<file path="config.mk">
export PLATFORM = sky130hd
export DESIGN_NAME = pipeline_stall_ctrl
export DESIGN_NICKNAME = d
export VERILOG_FILES = /design/src/rtl/pipeline_stall_ctrl.sv
export SDC_FILE = /design/constraint.sdc
export NUM_CORES = 1
export LEC_CHECK = 0
export CORE_MARGIN = 5
export CORE_UTILIZATION = 65
export CTS_CLUSTER_SIZE = 40
export DETAILED_ROUTE_END_ITERATION = 6
export DONT_BUFFER_PORTS = 1
export GPL_ROUTABILITY_DRIVEN = 0
export GPL_TIMING_DRIVEN = 0
export HOLD_SLACK_MARGIN = 0.12
export PLACE_DENSITY_LB_ADDON = 0.05
export SETUP_SLACK_MARGIN = 0.15
export SYNTH_ARGS = -nofsm -noshare
export SYNTH_HDL_FRONTEND = slang
export SYNTH_SLANG_ARGS = --single-unit
</file>
<file path="constraint.sdc">
create_clock -name clk -period 6.9 [get_ports clk]
set_clock_uncertainty 0.15 [all_clocks]
set_input_delay 1.38 -clock clk [delete_from_list [all_inputs] [get_ports clk]]
set_output_delay 1.38 -clock clk [all_outputs]
set_load 0.005 [all_outputs]
</file>
<file path="src/rtl/pipeline_stall_ctrl.sv">
// Stall/flush sequencer for the 5-stage pipeline: stage load enables, hazard bubbles,
// taken-branch flush, saturating perf counters and a memory-wait watchdog.
module pipeline_stall_ctrl #(
    parameter int unsigned CNT_WIDTH = 32,
    parameter int unsigned TIMEOUT   = 1024
) (
    input  logic                 clk,
    input  logic                 rst,
    input  logic                 i_imem_read,
    input  logic                 i_imem_resp,
    input  logic                 i_dmem_read,
    input  logic                 i_dmem_write,
    input  logic                 i_dmem_resp,
    input  logic [4:0]           i_id_rs1,
    input  logic [4:0]           i_id_rs2,
    input  logic                 i_id_use_rs1,
    input  logic                 i_id_use_rs2,
    input  logic                 i_id_is_jb,
    input  logic                 i_id_pc_mux_sel,
    input  logic [4:0]           i_ex_rd,
    input  logic                 i_ex_load_regfile,
    input  logic                 i_ex_is_load,
    input  logic [4:0]           i_mem_rd,
    input  logic                 i_mem_load_regfile,
    input  logic                 i_mem_is_load,
    output logic                 o_pc_load_c,
    output logic                 o_if_id_load_c,
    output logic                 o_id_ex_load_c,
    output logic                 o_ex_mem_load_c,
    output logic                 o_mem_wb_load_c,
    output logic                 o_if_id_flush_c,
    output logic                 o_id_ex_bubble_c,
    output logic [CNT_WIDTH-1:0] o_stall_cycles,
    output logic [CNT_WIDTH-1:0] o_flush_count,
    output logic                 o_timeout_err
);

    localparam int unsigned WAIT_W = (TIMEOUT > 1) ? $clog2(TIMEOUT + 1) : 1;
    localparam logic [WAIT_W-1:0] WAIT_MAX = WAIT_W'(TIMEOUT);
    localparam logic WDOG_EN = (TIMEOUT != 0);

    typedef enum logic [1:0] {
        ST_RUN      = 2'd0,
        ST_HAZ      = 2'd1,
        ST_MEM_WAIT = 2'd2
    } state_t;

    state_t                r_state;
    state_t                w_next_state;
    logic [WAIT_W-1:0]     r_wait_cnt;
    logic [CNT_WIDTH-1:0]  r_stall_cycles;
    logic [CNT_WIDTH-1:0]  r_flush_count;
    logic                  r_timeout_err;

    logic w_mem_busy;
    logic w_ex_m1, w_ex_m2, w_mem_m1, w_mem_m2;
    logic w_hz_rs1, w_hz_rs2, w_hz;

    assign w_mem_busy = (i_imem_read & ~i_imem_resp)
                      | ((i_dmem_read | i_dmem_write) & ~i_dmem_resp);

    assign w_ex_m1  = (i_id_rs1 != 5'd0) && (i_id_rs1 == i_ex_rd)  && i_ex_load_regfile;
    assign w_ex_m2  = (i_id_rs2 != 5'd0) && (i_id_rs2 == i_ex_rd)  && i_ex_load_regfile;
    assign w_mem_m1 = (i_id_rs1 != 5'd0) && (i_id_rs1 == i_mem_rd) && i_mem_load_regfile;
    assign w_mem_m2 = (i_id_rs2 != 5'd0) && (i_id_rs2 == i_mem_rd) && i_mem_load_regfile;

    // Branches resolve in ID with no EX forwarding, so any in-flight producer stalls a jb.
    assign w_hz_rs1 = i_id_use_rs1 && ((w_ex_m1 && (i_ex_is_load || i_id_is_jb))
                                    || (w_mem_m1 && i_mem_is_load && i_id_is_jb));
    assign w_hz_rs2 = i_id_use_rs2 && ((w_ex_m2 && (i_ex_is_load || i_id_is_jb))
                                    || (w_mem_m2 && i_mem_is_load && i_id_is_jb));
    assign w_hz     = w_hz_rs1 || w_hz_rs2;

    always_ff @(posedge clk or posedge rst) begin
        if (rst) begin
            r_state <= ST_RUN;
        end else begin
            r_state <= w_next_state;
        end
    end

    // Next state and stage controls; memory freeze outranks hazards, hazards outrank flush.
    always_comb begin
        w_next_state     = r_state;
        o_pc_load_c      = 1'b0;
        o_if_id_load_c   = 1'b0;
        o_id_ex_load_c   = 1'b0;
        o_ex_mem_load_c  = 1'b0;
        o_mem_wb_load_c  = 1'b0;
        o_if_id_flush_c  = 1'b0;
        o_id_ex_bubble_c = 1'b0;

        if (w_mem_busy) begin
            w_next_state = ST_MEM_WAIT;
        end else if (w_hz) begin
            w_next_state = ST_HAZ;
        end else begin
            w_next_state = ST_RUN;
        end

        if (rst || w_mem_busy) begin
            o_pc_load_c = 1'b0;
        end else if (w_hz) begin
            o_id_ex_load_c   = 1'b1;
            o_ex_mem_load_c  = 1'b1;
            o_mem_wb_load_c  = 1'b1;
            o_id_ex_bubble_c = 1'b1;
        end else begin
            o_pc_load_c     = 1'b1;
            o_if_id_load_c  = 1'b1;
            o_id_ex_load_c  = 1'b1;
            o_ex_mem_load_c = 1'b1;
            o_mem_wb_load_c = 1'b1;
            o_if_id_flush_c = i_id_pc_mux_sel;
        end
    end

    // Watchdog: wait_cnt holds at TIMEOUT so the sticky flag never sees a wrap.
    always_ff @(posedge clk or posedge rst) begin
        if (rst) begin
            r_wait_cnt    <= '0;
            r_timeout_err <= 1'b0;
        end else if (r_state == ST_MEM_WAIT) begin
            if (r_wait_cnt != WAIT_MAX) begin
                r_wait_cnt <= r_wait_cnt + WAIT_W'(1);
            end
            if (WDOG_EN && ((r_wait_cnt + WAIT_W'(1)) == WAIT_MAX)) begin
                r_timeout_err <= 1'b1;
            end
        end else begin
            r_wait_cnt <= '0;
        end
    end

    always_ff @(posedge clk or posedge rst) begin
        if (rst) begin
            r_stall_cycles <= '0;
            r_flush_count  <= '0;
        end else begin
            if (!o_pc_load_c && (r_stall_cycles != '1)) begin
                r_stall_cycles <= r_stall_cycles + CNT_WIDTH'(1);
            end
            if (o_if_id_flush_c && (r_flush_count != '1)) begin
                r_flush_count <= r_flush_count + CNT_WIDTH'(1);
            end
        end
    end

    assign o_stall_cycles = r_stall_cycles;
    assign o_flush_count  = r_flush_count;
    assign o_timeout_err  = r_timeout_err;

endmodule

</file>
==> flow_metrics.tcl <==
set metrics [dict create \
    hold_viol 0 \
    drv_slew 0 \
    avgSynthCellArea_um2 10.34 \
    drt-pass1-iter-count 4 \
    ys_seq_area_share_pct 46.15 \
    dp_hpwl_mm 6.639 \
    clock-root-buffer "clkbuf_8" \
    drv_cap 0 \
    fmax_ghz 0.2160 \
    antenna_found_initial 0 \
    place_inst 487 \
    path_clk_slew_ns 0.08 \
    holdBufCountCts 0 \
    criticalPathCategory "input port to output port" \
    vias 3088 \
    worstMarginPinSlew_ns 0.4877 \
    layout_common_cells "dfrtp_1, xor2_1, xnor2_1" \
    cts.sinks 78 \
    h-tree-depth 3 \
    critPathMaxFanout 11 \
    ys_types 47 \
    outcome "finished clean" \
    nets 461 \
    detailedRoute.firstIterationViolations 110 \
    ys_ff_latch 78 \
    synth_cells 409 \
    drc_errors 0 \
    ys_warn_count 0 \
    avgRoutedWirePerCell_um 17.76 \
    via_per_inst 6.139 \
    die_area_um2 8219 \
    grt_pass1_wl_mm 14.99 \
    design.core.area_um2 6350 \
    final_cell_area_um2 4602 \
    ctsResizeCount 0 \
    required_ns 5.37 \
    period_minus_slack_ns 4.631 \
    crit_path_start_kind "input port" \
    fin_setup_tns_ns 0 \
    start_util_pct 66.60 \
    fin_crit_sh_pct 67.11 \
    report.final.setup_viol 0 \
    wirelength_mm 8.933 \
    diodes 0 \
    rows 29 \
    cts_tree "done" \
    die_w_um 90.66 \
    netlist_area_um2 4229 \
    area_growth_pct 8.816 \
    relSlewSlack_pct 67.49 \
    stdcell_count 503 \
    crit_arrival_ns 3.10 \
    vdd_drop_max_v 0.0001999 \
    synth_fp_nets 449 \
    worstHoldPathType "register to register" \
    place_area_um2 4355 \
    finalPower_w 0.001159 \
    grt_pass1_vias 3004 \
    end_kind "output port" \
    ant_nets 0 \
    io_buffers 0 \
    die_h_um 90.66 \
    p_leak_nw 1.991 \
    clk_path_buf_depth 2 \
    p_per_area_nw_per_um2 251.9 \
    cts_buffers 9 \
    grt_remaining_overflow 0 \
    io_pins 107 \
    clk-insertion-delay-late_ns 0.35 \
    final_common_cell "dfrtp_1" \
    layout-drive-gt1-share_pct 11.50 \
    grt_max_degree 50 \
    rsz0062_at_grt "false" \
    cts_setup_buffers 0 \
    grt_usage_pct 22.17 \
]
[report_power, final]
part           internal (W)  switching (W)
Clock              0.000250       0.000166
Combinational     0.0000734      0.0000778
Sequential         0.000512      0.0000803
[cells by family (layout without fill, tap and decap cells)]
family          after synthesis  after routing  synth area share (%)
xor+xnor                     89             89                 18.43
buf+inv                      28             45                 3.521
flops                        78             78                 46.15
fa+ha+maj                     5              5                 1.479
mux                           4              4                 1.035
simple gates                187            187                 26.72
compound gates               18             18                 2.663
[final timing paths]
| path | startpoint | endpoint | slack (ns) | cells after the start |
|---|---|---|---|---|
| hold reg to reg | o_timeout_err | o_timeout_err | 0.35 | 1 |
| setup / recovery | i_id_rs2[1] | o_if_id_flush_c | 2.27 | 7 |
| hold / removal | o_timeout_err | o_timeout_err | 0.35 | 1 |
| min in group asynchronous | rst | o_flush_count[23] | 0.74 | 1 |
| setup reg to reg | o_stall_cycles[0] | o_stall_cycles[28] | 4.07 | 8 |
| max in group asynchronous | rst | o_stall_cycles[13] | 5.30 | 2 |
[worst max-delay path, cell delays in order]
cell	delay (ns)
or4_1	0.52
o211ai_1	0.17
a21oi_1	0.10
nor3_4	0.38
buf_6	0.21
buf_6	0.17
and2_1	0.16
[sequential cells by signal, indices dropped and copies added, names as in the netlist]
| register | cells |
|---|---|
| o_flush_count | 32 |
| o_stall_cycles | 32 |
| o_timeout_err | 1 |
| r_state | 2 |
| r_wait_cnt | 11 |
[per-stage QoR]
step                      setup slack (ns)  hold slack, ns  util (%)
after floorplan                      1.226          0.3163         -
after global placement              0.3002          0.3399     68.12
after detailed placement             2.264          0.3405     68.59
after CTS                            2.263          0.3577     72.47
after global routing                 2.152          0.3823     72.47
final                                2.269          0.3520     72.47
[layer usage]
layer  GRT usage (%)  wire, µm  share of wire, %  vias to the layer above
li1                -         -                 -                     1471
met2           35.05      4345                49                       95
met1           27.94      3740                42                     1513
met3           8.167       720               8.1                        9
met5               0         0                 0                        -
met4           7.692       127               1.4                        0
[cells in the mapped netlist (all sizes together)]
| library cell | instances | area share (%) |
|---|---|---|
| nand4 | 23 | 3.6 |
| clkbuf | 5 | 0.44 |
| o21ai | 4 | 0.47 |
| nand2 | 22 | 2.0 |
| a21oi | 5 | 0.59 |
| nor3b | 3 | 0.53 |
| nor4 | 23 | 3.8 |
| buf | 13 | 2.2 |
| mux2 | 3 | 0.80 |
| dfrtp | 78 | 46 |
| o22ai | 2 | 0.30 |
| or2 | 2 | 0.30 |
| nand2b | 3 | 0.44 |
| xor2 | 45 | 9.3 |
| or4 | 2 | 0.35 |
| nand3 | 35 | 4.9 |
| nor2b | 1 | 0.15 |
| a21boi | 1 | 0.18 |
| o211ai | 1 | 0.18 |
| nor4b | 1 | 0.21 |
| or3 | 3 | 0.44 |
| and2 | 5 | 0.74 |
| a2111oi | 1 | 0.21 |
| nor2 | 20 | 1.8 |
| nand3b | 2 | 0.74 |
| a2bb2oi | 1 | 0.21 |
| a31o | 1 | 0.21 |
| and3 | 23 | 3.4 |
| ha | 5 | 1.5 |
| nor3 | 12 | 2.0 |
| xnor2 | 44 | 9.1 |
| inv | 10 | 0.89 |
| o31ai | 1 | 0.18 |
| mux2i | 1 | 0.24 |
| a31oi | 1 | 0.15 |
| and4 | 7 | 1.6 |
[layout make-up]
class | count | area [µm²]
multi-input cells | 303 | 2128
repair buffers | 1 | 27.53
well taps | 77 | 96.34
clock buffers | 10 | 137.6
fillers | 462 | 1748
plain buffers | 18 | 111.4
clock inverters | 6 | 108.9
flip-flops and latches | 78 | 1952
inverters | 10 | 40.04
No activity file was read; power rests on OpenSTA's default activity.
